==> src/rtl/riscv_dm_pkg.sv <==
`default_nettype none
// ---------------------------------------------------------------------------
// riscv_dm_pkg : JTAG TAP state type, opcodes and next-state helper for the DTM
// Rev 1.0
// ---------------------------------------------------------------------------
package riscv_dm_pkg;

  localparam int unsigned JTAG_IR_WIDTH = 5;

  localparam logic [JTAG_IR_WIDTH-1:0] IDCODE_OPCODE = 5'h01;
  localparam logic [JTAG_IR_WIDTH-1:0] DTMCS_OPCODE  = 5'h10;
  localparam logic [JTAG_IR_WIDTH-1:0] DMI_OPCODE    = 5'h11;
  localparam logic [JTAG_IR_WIDTH-1:0] BYPASS_OPCODE = 5'h1F;

  localparam logic [31:0] DEFAULT_IDCODE = 32'h0000_0001;

  typedef enum logic [3:0] {
    TAP_TLR, TAP_RTI,
    TAP_SEL_DR, TAP_CAP_DR, TAP_SH_DR, TAP_EX1_DR, TAP_PA_DR, TAP_EX2_DR, TAP_UPD_DR,
    TAP_SEL_IR, TAP_CAP_IR, TAP_SH_IR, TAP_EX1_IR, TAP_PA_IR, TAP_EX2_IR, TAP_UPD_IR
  } tap_state_t;

  function automatic tap_state_t tap_next(input tap_state_t s, input logic tms);
    tap_state_t n;
    n = TAP_TLR;
    case (s)
      TAP_TLR:    n = tms ? TAP_TLR    : TAP_RTI;
      TAP_RTI:    n = tms ? TAP_SEL_DR : TAP_RTI;
      TAP_SEL_DR: n = tms ? TAP_SEL_IR : TAP_CAP_DR;
      TAP_CAP_DR: n = tms ? TAP_EX1_DR : TAP_SH_DR;
      TAP_SH_DR:  n = tms ? TAP_EX1_DR : TAP_SH_DR;
      TAP_EX1_DR: n = tms ? TAP_UPD_DR : TAP_PA_DR;
      TAP_PA_DR:  n = tms ? TAP_EX2_DR : TAP_PA_DR;
      TAP_EX2_DR: n = tms ? TAP_UPD_DR : TAP_SH_DR;
      TAP_UPD_DR: n = tms ? TAP_SEL_DR : TAP_RTI;
      TAP_SEL_IR: n = tms ? TAP_TLR    : TAP_CAP_IR;
      TAP_CAP_IR: n = tms ? TAP_EX1_IR : TAP_SH_IR;
      TAP_SH_IR:  n = tms ? TAP_EX1_IR : TAP_SH_IR;
      TAP_EX1_IR: n = tms ? TAP_UPD_IR : TAP_PA_IR;
      TAP_PA_IR:  n = tms ? TAP_EX2_IR : TAP_PA_IR;
      TAP_EX2_IR: n = tms ? TAP_UPD_IR : TAP_SH_IR;
      TAP_UPD_IR: n = tms ? TAP_SEL_DR : TAP_RTI;
      default:    n = TAP_TLR;
    endcase
    return n;
  endfunction

endpackage
`default_nettype wire

==> src/rtl/riscv_jtag_tap_fsm.sv <==
`default_nettype none
// ---------------------------------------------------------------------------
// riscv_jtag_tap_fsm : 16-state IEEE 1149.1 TAP controller with state decodes
// Rev 1.0
// ---------------------------------------------------------------------------
module riscv_jtag_tap_fsm
  import riscv_dm_pkg::*;
(
  input  logic       tck_i,
  input  logic       trst_i,
  input  logic       tms_i,
  output tap_state_t state_o,
  output logic       test_logic_reset_o,
  output logic       run_test_idle_o,
  output logic       capture_dr_o,
  output logic       shift_dr_o,
  output logic       pause_dr_o,
  output logic       update_dr_o
);

  tap_state_t state_q;

  always_ff @(posedge tck_i or posedge trst_i) begin
    if (trst_i) begin
      state_q <= TAP_TLR;
    end else begin
      state_q <= tap_next(state_q, tms_i);
    end
  end

  assign state_o            = state_q;
  assign test_logic_reset_o = (state_q == TAP_TLR);
  assign run_test_idle_o    = (state_q == TAP_RTI);
  assign capture_dr_o       = (state_q == TAP_CAP_DR);
  assign shift_dr_o         = (state_q == TAP_SH_DR);
  assign pause_dr_o         = (state_q == TAP_PA_DR);
  assign update_dr_o        = (state_q == TAP_UPD_DR);

endmodule
`default_nettype wire

==> src/rtl/riscv_jtag_tap.sv <==
`default_nettype none
// ---------------------------------------------------------------------------
// riscv_jtag_tap : JTAG TAP fronting the RISC-V DTM (IR, IDCODE, BYPASS, TDO mux)
// Rev 1.0
// ---------------------------------------------------------------------------
module riscv_jtag_tap
  import riscv_dm_pkg::*;
#(
  parameter int unsigned          IR_WIDTH     = JTAG_IR_WIDTH,
  parameter logic [31:0]          IDCODE_VALUE = DEFAULT_IDCODE,
  parameter logic [IR_WIDTH-1:0]  IDCODE_INSTR = IR_WIDTH'(IDCODE_OPCODE),
  parameter logic [IR_WIDTH-1:0]  DTMCS_INSTR  = IR_WIDTH'(DTMCS_OPCODE),
  parameter logic [IR_WIDTH-1:0]  DMI_INSTR    = IR_WIDTH'(DMI_OPCODE),
  parameter logic [IR_WIDTH-1:0]  BYPASS_INSTR = IR_WIDTH'(BYPASS_OPCODE)
) (
  input  logic tck_i,
  input  logic trst_i,
  input  logic tms_i,
  input  logic tdi_i,
  output logic tdo_o,
  output logic tdo_oe_o,
  output logic tdi_o,
  output logic test_logic_reset_o,
  output logic run_test_idle_o,
  output logic capture_dr_o,
  output logic shift_dr_o,
  output logic pause_dr_o,
  output logic update_dr_o,
  output logic dtmcs_select_o,
  output logic dmi_select_o,
  input  logic dtmcs_tdo_i,
  input  logic dmi_tdo_i
);

  tap_state_t          state;
  logic [IR_WIDTH-1:0] ir_q;
  logic [IR_WIDTH-1:0] ir_shift_q;
  logic [31:0]         idcode_shift_q;
  logic                bypass_q;
  logic                tdo_q;
  logic                tdo_d;
  logic                tdo_oe_q;
  logic                idcode_sel;

  riscv_jtag_tap_fsm u_fsm (
    .tck_i              (tck_i),
    .trst_i             (trst_i),
    .tms_i              (tms_i),
    .state_o            (state),
    .test_logic_reset_o (test_logic_reset_o),
    .run_test_idle_o    (run_test_idle_o),
    .capture_dr_o       (capture_dr_o),
    .shift_dr_o         (shift_dr_o),
    .pause_dr_o         (pause_dr_o),
    .update_dr_o        (update_dr_o)
  );

  // BYPASS_INSTR and every unlisted opcode fall through to the bypass path
  assign idcode_sel     = (ir_q == IDCODE_INSTR);
  assign dtmcs_select_o = (ir_q == DTMCS_INSTR);
  assign dmi_select_o   = (ir_q == DMI_INSTR);
  assign tdi_o          = tdi_i;

  always_ff @(posedge tck_i or posedge trst_i) begin
    if (trst_i) begin
      ir_shift_q     <= '0;
      idcode_shift_q <= IDCODE_VALUE;
      bypass_q       <= 1'b0;
    end else begin
      case (state)
        TAP_CAP_IR: ir_shift_q <= {{(IR_WIDTH-2){1'b0}}, 2'b01};
        TAP_SH_IR:  ir_shift_q <= {tdi_i, ir_shift_q[IR_WIDTH-1:1]};
        TAP_CAP_DR: begin
          bypass_q <= 1'b0;
          if (idcode_sel) idcode_shift_q <= IDCODE_VALUE;
        end
        TAP_SH_DR: begin
          bypass_q <= tdi_i;
          if (idcode_sel) idcode_shift_q <= {tdi_i, idcode_shift_q[31:1]};
        end
        default: ;
      endcase
    end
  end

  always_comb begin
    tdo_d = tdo_q;
    if (state == TAP_SH_IR) begin
      tdo_d = ir_shift_q[0];
    end else if (state == TAP_SH_DR) begin
      if (idcode_sel)          tdo_d = idcode_shift_q[0];
      else if (dtmcs_select_o) tdo_d = dtmcs_tdo_i;
      else if (dmi_select_o)   tdo_d = dmi_tdo_i;
      else                     tdo_d = bypass_q;
    end
  end

  // Falling-edge half: IR update and TDO launch, so TDO is stable at the next rising edge
  always_ff @(negedge tck_i or posedge trst_i) begin
    if (trst_i) begin
      ir_q     <= IDCODE_INSTR;
      tdo_q    <= 1'b0;
      tdo_oe_q <= 1'b0;
    end else begin
      tdo_q    <= tdo_d;
      tdo_oe_q <= (state == TAP_SH_IR) || (state == TAP_SH_DR);
      if (state == TAP_TLR)         ir_q <= IDCODE_INSTR;
      else if (state == TAP_UPD_IR) ir_q <= ir_shift_q;
    end
  end

  assign tdo_o    = tdo_q;
  assign tdo_oe_o = tdo_oe_q;

endmodule
`default_nettype wire

==> config.mk <==
export PLATFORM = sky130hd
export DESIGN_NAME = riscv_jtag_tap
export DESIGN_NICKNAME = d
export VERILOG_FILES = /design/src/rtl/riscv_dm_pkg.sv /design/src/rtl/riscv_jtag_tap_fsm.sv /design/src/rtl/riscv_jtag_tap.sv
export SDC_FILE = /design/constraint.sdc
export NUM_CORES = 1
export LEC_CHECK = 0
export ABC_AREA = 1
export CORE_MARGIN = 5
export CORE_UTILIZATION = 40
export CTS_CLUSTER_SIZE = 30
export DETAILED_ROUTE_END_ITERATION = 8
export HOLD_SLACK_MARGIN = 0.12
export PLACE_DENSITY_LB_ADDON = 0.1
export RECOVER_POWER = 50
export SLEW_MARGIN = 20
export SYNTH_ARGS = -nofsm -noshare
export SYNTH_HDL_FRONTEND = slang
export SYNTH_HIERARCHICAL = 1
export SYNTH_SLANG_ARGS = --single-unit
==> constraint.sdc <==
create_clock -name tck_i -period 1.6 [get_ports tck_i]
set_input_delay 0.32 -clock tck_i [delete_from_list [all_inputs] [get_ports tck_i]]
set_output_delay 0.32 -clock tck_i [all_outputs]
set_load 0.05 [all_outputs]
==> impl_results.md <==
- Outcome: complete, but fails checks
- Failing checks: setup timing
- Seq cells post-synth: 49
- Slowest CP cell: dfstp_2
- Clk sinks: 49
- Via/cell ratio: 4.800
- Peak supply drop: 0.001490 V
- Routability Congestion: 0.8881
- I/O pins: 17
- Area of the multi-input gates: 1227 µm²
- Ranking of synthesized cells by area: dfrtp_1 (43%), nand2_1 (15%), nand3_1 (9.5%), dfrtn_1 (6.3%), inv_1 (5.2%)
- Unrepaired setup endpoints after global routing: true
- Worst EP arrival: 2.15 ns
- Largest net degree at the start of global routing: 32
- CTS buffer count: 5
- Stages on worst setup path: 5
- Synth top area share: 0.4309
- Clock Tree Root: clkbuf_8
- Crit path capture type: output port
- Metal1 wirelength: 2.522 mm
- Max-slew headroom: 0.7069
- R2R setup slack: -0.78 ns
- # fillers: 481
- Setup WS pre-CTS: -0.5942 ns
- Cell area after layout: 3652 µm²
- Clk slew on worst S/H paths: 0.09 ns
- Die Y: 87.15 µm
- Total number of vias: 2,136
- Die X: 87.15 µm
- Met3 routed WL: 189 µm
- Synth Area per Inst: 8.182 µm²
- Register area: 1234 µm²
- Slowest Stage Delay on Critical Path: 0.52 ns
- Residual DRC: 0
- Post-Route WL: 5.596 mm
- Min-delay worst type: primary input to asynchronous set/reset pin
- Effective utilization at floorplan: 0.4070
- Antenna viol nets, final: 0
- Area of the core: 5851 µm²
- Leading cell type in the layout, fill and taps excluded: nand2_1
- Wirelength per Cell: 12.58 µm
- Maxcap violations: 0
- Global-route wire length before repair: 9.798 mm
- Area Growth Syn to Fin: 53.39%
- Setup violators final: 49
- Most frequent cells in the layout: nand2_1 (55), nand2_2 (44), nand3_1 (39)
- Leak: 1.881 nW
- Final Hold Vio Count: 0
- WP data required: 1.28 ns
- Critical R2R Launch: ir_q[0]
- Distinct cell type count of the synthesized netlist: 24
- Drt pass-1 iters: 4
- Initial antenna violation count: 0
- Die Area: 7595 µm²
- Metal2 WL: 2.755 mm
- Post-synthesis sequential area ratio: 0.5160
- Share of layout cells above drive strength 1: 0.4946
- Post-route insts no fill: 445
- Crit path buf inv count: 3
- Synth Warn #: 6
- Ant diodes: 0
- Synth area leader: dfrtp_1
- Row count: 28
- Clock tree from TritonCTS: done
- Cell area after placement: 2973 µm²
- Slew Viols, Final: 0
- Top sig layer: met4
- Worst reg2reg path depth: 9
- H-tree depth: 2
- Skew-Pair Late Insertion Delay: 0.36 ns
- Total track usage: 0.1633
- CTS Buffer Depth: 2
- Worst setup path start: ir_q[0]
- Final #Nets: 375
- Maximum fanout along the worst path: 2
- Final Worst Setup Slack: -0.8681 ns
- Port bufs: 16
- Initial DRC Count: 126
- Dpl hpwl: 3.411 mm
- Top Family by Delay on Critical Path: flip-flops
- Mapped Nets: 297
- Reg-to-reg endpoint: idcode_shift_q[11]
- Clk_skew: 0.05754 ns
- Cell Area, Synth: 2381 µm²
- Cell Chain, Critical Path: inv_2 > nor2_4 > nand3_2 > clkinvlp_4 > buf_12
- Cell Pwr Density: 1492 nW/µm²
- Critical setup path kind: flop to output port
- Placed cell count: 409
- Post-Syn Instances: 291
- Measured slew at the worst slew-check pin: 0.4397 ns
- Vias in the first global route: 2,161
- CP Launch Type: flop
- GRT overflow: 0
- Critical Path End: dmi_select_o
[power by group]
| part | internal, mW | total (mW) | switching (mW) |
|---|---|---|---|
| sequential | 1.48 | 1.66 | 0.181 |
| clock | 0.322 | 0.772 | 0.451 |
| combinational | 1.34 | 3.02 | 1.68 |
[final cells by class]
type                            instances  share of cell area
Sequential cell                        49              0.3378
Clock inverter                          4            0.008222
Multi-Input combinational cell        196              0.3361
Clock buffer                            5             0.01884
Inverter                               38             0.04351
Timing Repair Buffer                   78              0.2299
Tap cell                               75             0.02569
[logic make-up after synthesis]
kind of cell	share of synthesized area
flip-flops	0.5160
AND/OR/NAND/NOR	0.3363
buffers and inverters	0.1025
AO/OA/AOI/OAI	0.04519
[synth_stat cells]
cell,instances
buf_4,4
dfstp_2,2
dfrtn_1,6
o21bai_1,1
nor2_4,4
nor3_1,1
inv_1,33
o21ai_1,3
nor2_2,1
o21ai_0,2
nand2_1,98
o22ai_1,8
dfrtp_1,41
a21oi_1,5
nand3_2,1
nand2_4,2
nor2_8,1
nand2_2,6
inv_2,5
nor2_1,13
nand3_1,45
clkinv_1,1
buf_6,6
nand4_1,2
[state kept, by name (all words and copies together) (netlist names)]
| name | flops |
|---|---|
| idcode_shift_q | 32 |
| ir_q | 5 |
| bypass_q | 1 |
| u_fsm/state_o | 4 |
| tdo_o | 1 |
| tdo_oe_o | 1 |
| ir_shift_q | 5 |
[through the flow]
stage / utilization / TNS (ns) / hold WS (ns) / power (mW)
after floorplan: - / -18.77 / 0.08588 / 2.984
final: 0.6243 / -28.94 / 0.4003 / 5.449
after CTS: 0.6136 / -31.77 / 0.3179 / 5.361
after global placement: 0.5081 / -21.24 / 0.4541 / 3.725
after detailed placement: 0.5081 / -21.87 / 0.4592 / 3.731
after global routing: 0.6243 / -33.37 / 0.4299 / 5.779
[layer usage]
| layer | up-vias | global-route usage |
|---|---|---|
| met3 | 12 | 0.02176 |
| met4 | 0 | 0.06695 |
| li1 | 1073 | - |
| met1 | 1001 | 0.2114 |
| met5 | - | 0 |
| met2 | 50 | 0.2754 |
[worst min-delay path by stage]
| stage | endpoint | slack (ns) | cells past startpoint |
|---|---|---|---|
| 2_1_floorplan | u_fsm/state_o[3] | 0.09 | 1 |
| 3_3_place_gp | idcode_shift_q[25] | 0.45 | 2 |
| 3_5_place_dp | idcode_shift_q[17] | 0.46 | 2 |
| 4_1_cts | u_fsm/state_o[1] | 0.32 | 2 |
| 5_1_grt | u_fsm/state_o[2] | 0.43 | 2 |
| 6_report | u_fsm/state_o[2] | 0.40 | 2 |
[timing repair]
item                       in CTS  in global routing
setup endpoints to repair      49                 49
gates cloned                    4                  0
gates resized for setup        83                 26
hold buffers                    0                  0
setup buffers                  22                  6
pin swaps                      17                 13
Note: power is estimated with default switching activity, not from simulation.
==> RTL edit 1, RTL diff (config.mk and constraints unchanged) <==
Register the output `dmi_select_o`; this adds one clock of latency there. The other outputs are not delayed to match.
--- a/src/rtl/riscv_jtag_tap.sv
+++ b/src/rtl/riscv_jtag_tap.sv
@@ -34,2 +34,4 @@
 
+  logic dmi_select_d;
+
   tap_state_t          state;
@@ -60,3 +62,3 @@
   assign dtmcs_select_o = (ir_q == DTMCS_INSTR);
-  assign dmi_select_o   = (ir_q == DMI_INSTR);
+  assign dmi_select_d   = (ir_q == DMI_INSTR);
   assign tdi_o          = tdi_i;
@@ -92,3 +94,3 @@
       else if (dtmcs_select_o) tdo_d = dtmcs_tdo_i;
-      else if (dmi_select_o)   tdo_d = dmi_tdo_i;
+      else if (dmi_select_d)   tdo_d = dmi_tdo_i;
       else                     tdo_d = bypass_q;
@@ -114,2 +116,6 @@
 
+  always_ff @(posedge tck_i) begin
+    dmi_select_o <= dmi_select_d;
+  end
+
 endmodule
Check against the original RTL: not checked (the comparison handles one clock edge and no latches or derived clocks); the edit may change what the design does.
==> RTL edit 1 against the original RTL <==
  * The flow still finishes with violations (setup timing)
  * Wire length up 7.2%
  * Highest routed layer unchanged
  * Clock power grew 25%
  * Synthesized area is 0.84% higher
  * Synthesized cell count increased by 0.34%
  * Final area up 7.0%
  * Power rose by 10%
  * First-iteration DRC count is 48% lower
  * Setup slack better by 56 ps
  * Critical path type unchanged
  * Critical path depth decreased by 1
  * Sequential share of layout area fell by 1.7 points
  * Sequential cell count grew 1
  * Largest power group unchanged
  * Core utilization up 4.0 points
  * Worst hold slack lost 14 ps
  * Non-clock buffer count grew 11
==> RTL edit 1: results (changes against the original RTL) <==
* Status: finished with violations (unchanged)
* Violated checks: setup timing (unchanged)
* GPL Wtd Cong at 0.868 (was 0.888)
* Grt met3 use at 3.88% (was 2.18%)
* Skew final at 63.1 ps (was 57.5 ps)
* Final net count at 387 (was 375)
* Hpwl dp at 3230 um (was 3410 um)
* Vias at 2222 (was 2136)
* Share of layout cells above drive strength 1 at 48.2% (was 49.5%)
* Met1 usage at 22.0% (was 21.1%)
* Ranking of synthesized cells by area: dfrtp_1, nand2_1, nand3_1 (unchanged)
* Area after DPL at 2980 sq um (was 2970 sq um)
* DR iter-0 viols at 65 (was 126)
* Post-synth ARST share at 98.0% (was 100%)
* VDD IR-drop max at 0.00105 V (was 0.00149 V)
* Unique masters post-synth at 25 (was 24)
* Final setup vio count at 49 (unchanged)
* Worst slew pin tran at 709 ps (was 440 ps)
* Final WS setup at -812 ps (was -868 ps)
* Syn Nets at 298 (was 297)
* Number of global-route vias before repair at 2231 (was 2161)
* Leak at 2.01 nW (was 1.88 nW)
* Met2 WL at 3030 um (was 2760 um)
* WL met1 at 2610 um (was 2520 um)
* Setup slack at placement at -617 ps (was -594 ps)
* Detailed Route WL at 6000 um (was 5600 um)
* Gr usage total at 16.9% (was 16.3%)
* Slowest cell delay on critical path at 540 ps (was 520 ps)
* Initial DRT Pass Iterations at 4 (unchanged)
* DR WL met3 at 222 um (was 189 um)
* Arrival @ worst endpoint at 2090 ps (was 2150 ps)
* Register area share after synthesis at 52.0% (was 51.6%)
-- RTL edit 1: repair_timing --
action	4_1_cts	5_1_grt
resized for setup	82	40
setup buffers	27	14
setup endpoints to repair	49	50
cloned	6	1
pin swaps	22	28
-- RTL edit 1: area by class of cell --
class | instances | area (sq um)
Fill cell | 459 | 1980
Sequential cell | 50 | 1250
Tap cell | 75 | 93.8
Multi-Input combinational cell | 196 | 1270
Clock inverter | 3 | 42.5
Timing Repair Buffer | 89 | 993
Clock buffer | 6 | 82.6
Inverter | 38 | 175
-- RTL edit 1: logic make-up (layout without fill, tap and decap cells) --
logic type	count (synthesis)	after routing	share of synthesized area [%]
AOI/OAI and AO/OA	19	19	4.48
buffers and inverters	49	136	10.2
DFF	50	50	52.0
and+or+nand+nor	174	177	33.4
-- RTL edit 1: final timing paths --
kind / start / end / slack, ps / cells past startpoint
worst max-delay path: ir_q[0] / dtmcs_select_o / -810 / 4
worst min-delay path: trst_i / u_fsm/state_o[0] / 390 / 2
worst max register to register: ir_q[0] / idcode_shift_q[31] / -780 / 9
worst min register to register: idcode_shift_q[26] / idcode_shift_q[26] / 480 / 2
max in group asynchronous: trst_i / tdo_oe_o / 110 / 3
min in group tck_i: idcode_shift_q[26] / idcode_shift_q[26] / 480 / 2
-- RTL edit 1: stage by stage --
step                std cells  TNS (ps)
detailed placement        410    -21430
global placement          410    -20360
global route              457    -31450
finish                    457    -27710
CTS                       449    -27970
floorplan                 292    -17900
-- RTL edit 1: where the power goes --
part	internal [mW]	switching, mW	leakage [nW]	total, mW
sequential	1.50	0.174	0.666	1.68
combinational	1.58	1.77	1.28	3.35
clock	0.518	0.446	0.0671	0.964
==> RTL edit 2, RTL diff (same settings) <==
Without the edit above. Set the package constant `JTAG_IR_WIDTH` to 7 (it was 5).
--- a/src/rtl/riscv_dm_pkg.sv
+++ b/src/rtl/riscv_dm_pkg.sv
@@ -7,3 +7,3 @@
 
-  localparam int unsigned JTAG_IR_WIDTH = 5;
+  localparam int unsigned JTAG_IR_WIDTH = 7;
 
Function: not checked (the comparison handles one clock edge and no latches or derived clocks); the edit may change what the design does.
==> RTL edit 2 against the original RTL <==
  * The run still ends with setup timing left
  * Wire length rose by 17%
  * Sequential cell count increased by 4
  * Synthesized area rose by 5.6%
  * Final area rose by 9.5%
  * Non-clock buffer count grew 7
  * Clock skew rose by 1.9 ps
  * Cell count rose by 4.7%
  * Setup slack got worse by 17 ps
  * Power grew 8.0%
==> RTL edit 2: results (changes against the original RTL) <==
* Top Registers: idcode_shift_q x32, ir_q x7, ir_shift_q x7 (was idcode_shift_q x32, ir_q x5, ir_shift_q x5)
* Ranking of synthesized cells by area: dfrtp_1, nand2_1, nand3_1 (unchanged)
* Post-CTS Setup Bufs at 24 (was 22)
* Syn Nets at 309 (was 297)
* DR vias/cell at 4.96 (was 4.80)
* Area after DPL at 3100 sq um (was 2970 sq um)
* Slowest cell delay on critical path at 550 ps (was 520 ps)
* DRT antenna net count at 0 (unchanged)
* Violated checks: setup timing (unchanged)
* Placed cell count at 416 (was 409)
* Clock Latency Late Sink at 370 ps
* Register area share after synthesis at 52.9% (was 51.6%)
* Final setup vio count at 51 (was 49)
* Number of global-route vias before repair at 2298 (was 2161)
* Grt met3 use at 3.13% (was 2.18%)
* Slew Limit Headroom at 69.9% (was 70.7%)
* Ant diodes at 0 (unchanged)
* Met1 usage at 23.2% (was 21.1%)
* Arrival @ worst endpoint at 2170 ps (was 2150 ps)
* Final cell count without fillers at 466 (was 445)
* DR WL met3 at 151 um (was 189 um)
* Gr usage total at 18.0% (was 16.3%)
* Compound-gate portion of the synthesized area at 6.17% (was 4.52%)
* Post-CTS Resized at 60 (was 83)
* Clock share of power at 13.8% (was 14.2%)
* Leak at 2.01 nW (was 1.88 nW)
* Commonest cells in the netlist: nand2_1, nand3_1, dfrtp_1 (unchanged)
* GPL Wtd Cong at 0.872 (was 0.888)
* RR Endpoint: idcode_shift_q[15] (was idcode_shift_q[11])
* Gate Count Post-Synth at 303 (was 291)
* CTS Buf Count at 5 (unchanged)
* Hold WS at 379 ps (was 400 ps)
* Unique masters post-synth at 25 (was 24)
* Top sig layer: met4 (unchanged)
* Share of layout cells above drive strength 1 at 46.0% (was 49.5%)
* Post-synthesis xor/xnor area fraction at 0% (unchanged)
* Status: finished with violations (unchanged)
* DR iter-0 viols at 72 (was 126)
* Met2 WL at 3470 um (was 2760 um)
* Setup slack at placement at -587 ps (was -594 ps)
* Final WS setup at -886 ps (was -868 ps)
* Hpwl dp at 3540 um (was 3410 um)
* P per Cell Area at 1470 nW/um^2 (was 1490 nW/um^2)
* Met2 usage at 30.6% (was 27.5%)
* Detailed Route WL at 6570 um (was 5600 um)
* First-pass GRT wire length at 11100 um (was 9800 um)
* VDD IR-drop max at 0.00113 V (was 0.00149 V)
* Final net count at 396 (was 375)
* Crit path max-delay family: flip-flops (unchanged)
* Largest net degree at the start of global routing at 33 (was 32)
* Crit-path max FO at 2 (unchanged)
* Combinational share of power at 56.4% (was 55.4%)
* Path depth of the worst reg2reg path at 8 (was 9)
* Switching power at 2.48 mW (was 2.31 mW)
* WL met1 at 2890 um (was 2520 um)
* Worst R2R Setup Slack at -800 ps (was -780 ps)
* Skew final at 59.4 ps (was 57.5 ps)
RTL edit 2: final cells by class:
class / count / area [sq um]
clock buffers: 5 / 68.8
multi-input cells: 207 / 1320
repair buffers: 85 / 1000
flip-flops and latches: 53 / 1330
well taps: 75 / 93.8
inverters: 37 / 153
clock inverters: 4 / 30.0
fillers: 478 / 2030
RTL edit 2: per-stage QoR:
stage	setup TNS (ps)	util, %
floorplan	-18020	-
global placement	-21250	51.5
detailed placement	-21750	51.5
CTS	-29650	62.3
global route	-32250	66.4
finish	-28730	66.4
RTL edit 2: how the worst max path moves through the flow:
stage | startpoint | end | slack [ps] | depth (start not counted)
after floorplan | ir_q[6] | dtmcs_select_o | -520 | 3
after detailed placement | ir_q[0] | idcode_shift_q[31] | -590 | 5
final | ir_q[0] | dmi_select_o | -890 | 5
after global placement | ir_q[0] | idcode_shift_q[31] | -580 | 5
after global routing | ir_q[0] | dmi_select_o | -970 | 5
after CTS | ir_q[0] | dmi_select_o | -940 | 5
